## src/rtl/booth_div_pkg.sv

```systemverilog
// Shared widths, state encoding and saturation constants for the sequential
// signed divider that sits beside the Booth multiplier.
package booth_div_pkg;

    localparam int BIT  = 16;
    localparam int DW   = 2 * BIT;
    localparam int PW   = BIT + 1;
    localparam int ITER = BIT;
    localparam int CW   = $clog2(ITER);

    localparam logic [BIT-1:0] QMAX = 16'h7FFF;
    localparam logic [BIT-1:0] QMIN = 16'h8000;

    typedef enum logic [1:0] {
        IDLE,
        CALC,
        FIX
    } state_t;

endpackage

```

## src/rtl/div_step_17.sv

```systemverilog
// One restoring division step on magnitudes: shift the next dividend bit into
// the partial remainder and subtract the divisor when it fits.
module div_step_17
    import booth_div_pkg::*;
(
    input  logic [PW-1:0]  i_part,
    input  logic           i_bit,
    input  logic [BIT-1:0] i_divisor,
    output logic [PW-1:0]  o_part,
    output logic           o_qbit
);

    logic [PW:0]   w_shift;
    logic [PW-1:0] w_trial;

    assign w_shift = {i_part, i_bit};
    // A successful subtract always leaves a value below the divisor, so the
    // truncated difference is exact whenever it is selected.
    assign o_qbit  = (w_shift >= {2'b00, i_divisor});
    assign w_trial = w_shift[PW-1:0] - {1'b0, i_divisor};
    assign o_part  = o_qbit ? w_trial : w_shift[PW-1:0];

endmodule

```

## src/rtl/booth_seq_divider.sv

```systemverilog
// Iterative signed divider: 32-bit dividend by 16-bit divisor, one quotient
// bit per clock, constant latency with a start/busy/done handshake.
module booth_seq_divider
    import booth_div_pkg::*;
(
    input  logic           clk,
    input  logic           rst,
    input  logic           start,
    input  logic [DW-1:0]  dividend,
    input  logic [BIT-1:0] divisor,
    output logic           busy,
    output logic           done,
    output logic [BIT-1:0] quot,
    output logic [BIT-1:0] rem,
    output logic           div_zero,
    output logic           ovf
);

    state_t         r_state;
    logic [CW-1:0]  r_cnt;
    logic [PW-1:0]  r_part;
    logic [BIT-1:0] r_lo;
    logic [BIT-1:0] r_absD;
    logic [BIT-1:0] r_dvdLow;
    logic           r_qNeg;
    logic           r_rNeg;
    logic           r_zflag;
    logic           r_oflag;
    logic           r_busy;
    logic           r_done;
    logic [BIT-1:0] r_quot;
    logic [BIT-1:0] r_rem;
    logic           r_divZero;
    logic           r_ovf;

    logic [DW-1:0]  w_absN;
    logic [BIT-1:0] w_absD;
    logic           w_zero;
    logic           w_ovfPre;
    logic [PW-1:0]  w_partNext;
    logic           w_qbit;
    logic [BIT-1:0] w_qMag;
    logic [BIT-1:0] w_rMag;
    logic           w_ovfFix;
    logic [BIT-1:0] w_quotFix;
    logic [BIT-1:0] w_remFix;
    logic           w_dzFix;

    // Unsigned magnitudes; the most negative values map onto 2^31 and 2^15.
    assign w_absN   = dividend[DW-1] ? -dividend : dividend;
    assign w_absD   = divisor[BIT-1] ? -divisor : divisor;
    assign w_zero   = (divisor == '0);
    assign w_ovfPre = !w_zero && (w_absN[DW-1:BIT] >= w_absD);

    div_step_17 u_step (
        .i_part    (r_part),
        .i_bit     (r_lo[BIT-1]),
        .i_divisor (r_absD),
        .o_part    (w_partNext),
        .o_qbit    (w_qbit)
    );

    assign w_qMag   = r_lo;
    assign w_rMag   = r_part[BIT-1:0];
    assign w_ovfFix = r_oflag || (!r_qNeg && (w_qMag > QMAX)) || (r_qNeg && (w_qMag > QMIN));

    always_comb begin
        w_quotFix = r_qNeg ? -w_qMag : w_qMag;
        w_remFix  = r_rNeg ? -w_rMag : w_rMag;
        w_dzFix   = 1'b0;
        if (r_zflag) begin
            w_quotFix = r_rNeg ? QMIN : QMAX;
            w_remFix  = r_dvdLow;
            w_dzFix   = 1'b1;
        end else if (w_ovfFix) begin
            w_quotFix = r_qNeg ? QMIN : QMAX;
            w_remFix  = '0;
        end
    end

    // The quotient bits shift into r_lo as the dividend low half shifts out.
    always_ff @(posedge clk or posedge rst) begin
        if (rst) begin
            r_state   <= IDLE;
            r_cnt     <= '0;
            r_part    <= '0;
            r_lo      <= '0;
            r_absD    <= '0;
            r_dvdLow  <= '0;
            r_qNeg    <= 1'b0;
            r_rNeg    <= 1'b0;
            r_zflag   <= 1'b0;
            r_oflag   <= 1'b0;
            r_busy    <= 1'b0;
            r_done    <= 1'b0;
            r_quot    <= '0;
            r_rem     <= '0;
            r_divZero <= 1'b0;
            r_ovf     <= 1'b0;
        end else begin
            r_done <= 1'b0;
            case (r_state)
                IDLE: begin
                    if (start) begin
                        r_part   <= {1'b0, w_absN[DW-1:BIT]};
                        r_lo     <= w_absN[BIT-1:0];
                        r_absD   <= w_absD;
                        r_dvdLow <= dividend[BIT-1:0];
                        r_qNeg   <= dividend[DW-1] ^ divisor[BIT-1];
                        r_rNeg   <= dividend[DW-1];
                        r_zflag  <= w_zero;
                        r_oflag  <= w_ovfPre;
                        r_cnt    <= '0;
                        r_busy   <= 1'b1;
                        r_state  <= CALC;
                    end
                end
                CALC: begin
                    r_part <= w_partNext;
                    r_lo   <= {r_lo[BIT-2:0], w_qbit};
                    r_cnt  <= r_cnt + CW'(1);
                    if (r_cnt == CW'(ITER - 1)) begin
                        r_state <= FIX;
                    end
                end
                FIX: begin
                    r_quot    <= w_quotFix;
                    r_rem     <= w_remFix;
                    r_divZero <= w_dzFix;
                    r_ovf     <= !r_zflag && w_ovfFix;
                    r_done    <= 1'b1;
                    r_busy    <= 1'b0;
                    r_state   <= IDLE;
                end
                default: r_state <= IDLE;
            endcase
        end
    end

    assign busy     = r_busy;
    assign done     = r_done;
    assign quot     = r_quot;
    assign rem      = r_rem;
    assign div_zero = r_divZero;
    assign ovf      = r_ovf;

endmodule

```

## config.mk

```make
export PLATFORM = sky130hd
export DESIGN_NAME = booth_seq_divider
export DESIGN_NICKNAME = d
export VERILOG_FILES = /design/src/rtl/booth_div_pkg.sv /design/src/rtl/div_step_17.sv /design/src/rtl/booth_seq_divider.sv
export SDC_FILE = /design/constraint.sdc
export NUM_CORES = 1
export LEC_CHECK = 0
export CELL_PAD_IN_SITES_DETAIL_PLACEMENT = 1
export CELL_PAD_IN_SITES_GLOBAL_PLACEMENT = 1
export CORE_ASPECT_RATIO = 0.9
export CORE_MARGIN = 4
export CORE_UTILIZATION = 43
export CTS_CLUSTER_DIAMETER = 30
export DETAILED_ROUTE_END_ITERATION = 16
export GPL_ROUTABILITY_DRIVEN = 0
export PLACE_DENSITY = 0.89
export SKIP_CTS_REPAIR_TIMING = 1
export SLEW_MARGIN = 15
export SYNTH_ARGS = -nofsm -noshare
export SYNTH_HDL_FRONTEND = slang
export SYNTH_SLANG_ARGS = --single-unit
```

## constraint.sdc

```tcl
create_clock -name clk -period 4.2 [get_ports clk]
set_clock_uncertainty 0.15 [all_clocks]
set_input_delay 0.42 -clock clk [delete_from_list [all_inputs] [get_ports clk]]
set_output_delay 0.42 -clock clk [all_outputs]
set_load 0.005 [all_outputs]
```

==> impl_results.html <==
<table>
<tr><th>Metric</th><th>Value</th></tr>
<tr><th colspan="2">CTS</th></tr>
<tr><td>Clock tree root driver cell</td><td>sky130_fd_sc_hd__clkbuf_16</td></tr>
<tr><td>CTS max path bufs</td><td>2</td></tr>
<tr><td>Clock insertion delay at the later pin of the skew report</td><td>about 360 ps</td></tr>
<tr><td>Clock buffer count from CTS</td><td>9</td></tr>
<tr><td>Clock tree from TritonCTS</td><td>built</td></tr>
<tr><td>TritonCTS Sinks</td><td>roughly 110</td></tr>
<tr><td>CTS H-tree depth</td><td>3</td></tr>
<tr><td>Clock transition at the registers of the reported paths</td><td>70 ps</td></tr>
<tr><th colspan="2">Global routing</th></tr>
<tr><td>Global-route wire length before repair</td><td>slightly below 40000 µm</td></tr>
<tr><td>Congestion Overflow GR</td><td>0</td></tr>
<tr><td>Number of antenna violations at the first check in global routing</td><td>0</td></tr>
<tr><td>Pin count of the biggest net entering global routing</td><td>80</td></tr>
<tr><td>Vias in the first global route</td><td>7201</td></tr>
<tr><td>Total routing resource utilization after global routing</td><td>0.254</td></tr>
<tr><th colspan="2">Synth</th></tr>
<tr><td>Share of synthesized flip-flops with an asynchronous set or reset</td><td>1.00</td></tr>
<tr><td>Number of warnings issued by yosys</td><td>0</td></tr>
<tr><td>Synth Instances</td><td>~870</td></tr>
<tr><td>Nets in the synthesized netlist</td><td>960</td></tr>
<tr><td>Sequential-to-total area share from yosys stat</td><td>0.373</td></tr>
<tr><td>Post-synth EDFFs</td><td>0</td></tr>
<tr><td>Library cells used by synthesis</td><td>between 60 and 70</td></tr>
<tr><td>Yosys reg bits</td><td>~110</td></tr>
<tr><td>Flip-flop cell with the highest count after synthesis</td><td>sky130_fd_sc_hd__dfrtp_1</td></tr>
<tr><td>Synthesized area</td><td>between 7000 and 8000 µm²</td></tr>
<tr><td>Syn_area_per_cell</td><td>8.55 µm²</td></tr>
<tr><th colspan="2">Placement</th></tr>
<tr><td>Pre-CTS setup slack</td><td>-282 ps</td></tr>
<tr><td>DP Area</td><td>roughly 8700 µm²</td></tr>
<tr><td>Total half-perimeter wirelength after legalization and detailed placement</td><td>approximately 18000 µm</td></tr>
<tr><td>Input/output buffers</td><td>86</td></tr>
<tr><th colspan="2">Pwr</th></tr>
<tr><td>Maximum vdd drop</td><td>around 0.0003 V</td></tr>
<tr><td>Total power divided by cell area</td><td>about 730 nW/µm²</td></tr>
<tr><td>Static power due to leakage</td><td>0.00384 µW</td></tr>
<tr><th colspan="2">Floorplanning</th></tr>
<tr><td>Number of cell rows</td><td>45</td></tr>
<tr><td>Io pins</td><td>between 80 and 90</td></tr>
<tr><td>Die footprint</td><td>approximately 19000 µm²</td></tr>
<tr><td>Die Y-Extent</td><td>about 130 µm</td></tr>
<tr><td>Floorplan Core Area</td><td>approximately 17000 µm²</td></tr>
<tr><td>Horizontal die dimension</td><td>between 100 and 150 µm</td></tr>
<tr><td>Effective utilization at floorplan</td><td>0.439</td></tr>
<tr><th colspan="2">Layout</th></tr>
<tr><td>Most used cells in the layout excluding fill and tap cells</td><td>sky130_fd_sc_hd__nand2_1 (122), sky130_fd_sc_hd__dfrtp_1 (110), sky130_fd_sc_hd__o21ai_0 (100)</td></tr>
<tr><td>Most frequent standard cell in the layout excluding fill and tap cells</td><td>sky130_fd_sc_hd__nand2_1</td></tr>
<tr><td>Area growth from synthesis to layout</td><td>20.4%</td></tr>
<tr><td>Cell area after layout</td><td>approximately 9000 µm²</td></tr>
<tr><td>Antenna Cells</td><td>0</td></tr>
<tr><td>Fraction of final layout cells sized beyond drive strength 1</td><td>0.0853</td></tr>
<tr><td>Layout Nets</td><td>1045</td></tr>
<tr><th colspan="2">Worst setup path</th></tr>
<tr><td>Endpoint kind of the worst setup timing path</td><td>register</td></tr>
<tr><td>End point of the critical path</td><td>r_oflag$_DFFE_PP0P_</td></tr>
<tr><td>Worst Setup Start Kind</td><td>input pin</td></tr>
<tr><td>Critical R2R Capture</td><td>rem[13]$_DFFE_PP0P_</td></tr>
<tr><td>Origin of the worst setup path</td><td>dividend[1]</td></tr>
<tr><td>CP arrival</td><td>4160 ps</td></tr>
<tr><td>Reg2Reg Setup Slack</td><td>about 850 ps</td></tr>
<tr><td>Reg-to-reg critical path startpoint</td><td>r_lo[6]$_DFFE_PP0P_</td></tr>
<tr><td>Required arrival time at the worst endpoint</td><td>4290 ps</td></tr>
<tr><td>Path type of the worst setup path</td><td>in2reg</td></tr>
<tr><td>Number of cells on the worst reg-to-reg path</td><td>7</td></tr>
<tr><td>Critical-path maximum fanout</td><td>3</td></tr>
<tr><th colspan="2">Timing</th></tr>
<tr><td>Final Max Slew Viols</td><td>0</td></tr>
<tr><td>Fin worst setup slack</td><td>~130 ps</td></tr>
<tr><td>Post-route clock period utilization</td><td>0.970</td></tr>
<tr><td>Hold violation count in the final report</td><td>0</td></tr>
<tr><td>Final TNS setup</td><td>0 ps</td></tr>
<tr><td>RSZ-0062 raised after global routing</td><td>no</td></tr>
<tr><td>Achievable frequency</td><td>roughly 250 MHz</td></tr>
<tr><td>Worst-Margin Slew</td><td>about 1100 ps</td></tr>
<tr><td>Worst slew margin</td><td>0.247</td></tr>
<tr><td>Final setup violation count</td><td>0</td></tr>
<tr><td>Clock period minus final worst setup slack</td><td>~4100 ps</td></tr>
<tr><th colspan="2">Routing</th></tr>
<tr><td>Avg WL per Cell</td><td>roughly 21 µm</td></tr>
<tr><td>Overall via count from detail_route</td><td>approximately 7100</td></tr>
<tr><td>Number of detailed-route iterations in the first pass</td><td>5</td></tr>
<tr><td>Number of vias per cell</td><td>around 5.9</td></tr>
<tr><td>Antenna-violating nets left</td><td>0</td></tr>
<tr><td>Initial DRC count</td><td>660</td></tr>
<tr><td>Total DRC errors in the routed layout</td><td>0</td></tr>
<tr><td>WL final</td><td>about 25000 µm</td></tr>
<tr><th colspan="2">Run status</th></tr>
<tr><td>Outcome</td><td>finished clean</td></tr>
<tr><th colspan="2">Min path</th></tr>
<tr><td>Min-Delay Path Class</td><td>reg2reg</td></tr>
<tr><th colspan="2">Run</th></tr>
<tr><td>Maximum Capacitance Violations</td><td>0</td></tr>
</table>
registers in the layout, indices dropped and copies added (netlist names):
register / cells
busy: 1
div_zero: 1
done: 1
ovf: 1
quot: 16
r_absD: 16
r_cnt: 4
r_dvdLow: 16
r_lo: 16
r_oflag: 1
r_part: 17
r_qNeg: 1
r_rNeg: 1
r_state: 2
r_zflag: 1
rem: 16
critical path, cell delays in order:
cell                              delay (ps)
sky130_fd_sc_hd__clkdlybuf4s50_1         440
sky130_fd_sc_hd__inv_1                   100
sky130_fd_sc_hd__ha_2                    200
sky130_fd_sc_hd__or4b_2                  620
sky130_fd_sc_hd__or3_4                   390
sky130_fd_sc_hd__o31a_1                  320
sky130_fd_sc_hd__xnor2_2                 150
sky130_fd_sc_hd__ha_1                    270
sky130_fd_sc_hd__nand2b_1                140
sky130_fd_sc_hd__a21o_1                  170
sky130_fd_sc_hd__a21o_1                  180
sky130_fd_sc_hd__a211oi_2                220
sky130_fd_sc_hd__o21ai_0                 110
sky130_fd_sc_hd__a221oi_1                300
sky130_fd_sc_hd__o21ai_0                 130
worst min-delay path by stage:
stage                              from                       end  slack (ps)  cells past startpoint
3_3_place_gp   r_dvdLow[15]$_DFFE_PP0P_  r_dvdLow[15]$_DFFE_PP0P_         310                      2
2_1_floorplan  r_dvdLow[13]$_DFFE_PP0P_  r_dvdLow[13]$_DFFE_PP0P_         300                      2
4_1_cts        r_dvdLow[13]$_DFFE_PP0P_  r_dvdLow[13]$_DFFE_PP0P_         340                      2
5_1_grt              rem[2]$_DFFE_PP0P_        rem[2]$_DFFE_PP0P_         350                      2
6_report             rem[2]$_DFFE_PP0P_        rem[2]$_DFFE_PP0P_         330                      2
3_5_place_dp   r_dvdLow[13]$_DFFE_PP0P_  r_dvdLow[13]$_DFFE_PP0P_         320                      2
through the flow:
| stage | util | total power (µW) | cells | hold WS (ps) |
|---|---|---|---|---|
| finish | 0.529 | 6580 | 1196 | 333 |
| global route | 0.529 | 7060 | 1196 | 353 |
| CTS | 0.528 | 6530 | 1196 | 336 |
| detailed placement | 0.511 | 5640 | 1180 | 317 |
| global placement | 0.511 | 5430 | 1180 | 309 |
| floorplan | - | 4410 | 871 | 296 |
synthesized netlist by cell type (3+ instances only):
| cell | count | area, µm² |
|---|---|---|
| sky130_fd_sc_hd__a21o_1 | 7 | 52.6 |
| sky130_fd_sc_hd__inv_1 | 34 | 128 |
| sky130_fd_sc_hd__ha_1 | 37 | 463 |
| sky130_fd_sc_hd__or2_2 | 10 | 62.6 |
| sky130_fd_sc_hd__nand3b_1 | 4 | 30.0 |
| sky130_fd_sc_hd__o31a_1 | 4 | 35.0 |
| sky130_fd_sc_hd__nor2_1 | 52 | 195 |
| sky130_fd_sc_hd__o2111ai_1 | 3 | 26.3 |
| sky130_fd_sc_hd__nor3_1 | 23 | 115 |
| sky130_fd_sc_hd__a21oi_1 | 51 | 255 |
| sky130_fd_sc_hd__nand4_1 | 4 | 25.0 |
| sky130_fd_sc_hd__o41ai_1 | 9 | 78.8 |
| sky130_fd_sc_hd__or4_1 | 15 | 113 |
| sky130_fd_sc_hd__nand2_1 | 122 | 458 |
| sky130_fd_sc_hd__or3_1 | 4 | 25.0 |
| sky130_fd_sc_hd__dfrtp_1 | 111 | 2780 |
| sky130_fd_sc_hd__nor4_1 | 5 | 31.3 |
| sky130_fd_sc_hd__and3_1 | 6 | 37.5 |
| sky130_fd_sc_hd__a22oi_1 | 22 | 165 |
| sky130_fd_sc_hd__nor2b_1 | 8 | 50.1 |
| sky130_fd_sc_hd__clkbuf_1 | 40 | 150 |
| sky130_fd_sc_hd__mux2i_1 | 11 | 110 |
| sky130_fd_sc_hd__o22ai_1 | 9 | 56.3 |
| sky130_fd_sc_hd__xnor2_1 | 34 | 298 |
| sky130_fd_sc_hd__o21ai_0 | 100 | 500 |
| sky130_fd_sc_hd__o22a_1 | 5 | 43.8 |
| sky130_fd_sc_hd__nand3_1 | 14 | 70.1 |
| sky130_fd_sc_hd__o31ai_1 | 23 | 173 |
| sky130_fd_sc_hd__nand2b_1 | 6 | 37.5 |
| sky130_fd_sc_hd__a211oi_1 | 4 | 30.0 |
| sky130_fd_sc_hd__xor2_1 | 47 | 412 |
per-layer routing:
metal,up-vias,track usage,share of wire
met5,-,0,0
met1,3519,0.356,0.45
met2,241,0.405,0.46
met4,0,0.0648,0.019
met3,40,0.0483,0.064
li1,3286,-,-
cell families (layout without fill, tap and decap cells):
group,count (synthesis),after routing,share of synthesized area
compound gates,257,257,0.217
xor+xnor,81,81,0.0953
fa+ha+maj,38,38,0.0649
buf+inv,82,172,0.0454
flops,111,111,0.373
mux,11,11,0.0148
simple gates,291,291,0.190
area by class of cell:
| class | count | area, µm² |
|---|---|---|
| fillers | 2007 | 7990 |
| multi-input cells | 678 | 4350 |
| flip-flops and latches | 111 | 2780 |
| repair buffers | 121 | 1120 |
| well taps | 235 | 294 |
| clock buffers | 10 | 239 |
| inverters | 35 | 134 |
| clock inverters | 6 | 45.0 |
where the power goes:
group / switching, µW / leakage (µW) / internal, µW / total (µW)
clock: 421 / 0.000131 / 422 / 842
sequential: 579 / 0.00134 / 1560 / 2140
combinational: 2010 / 0.00237 / 1590 / 3600
total: 3010 / 0.00384 / 3570 / 6580
(Power assumes the default switching activity.)
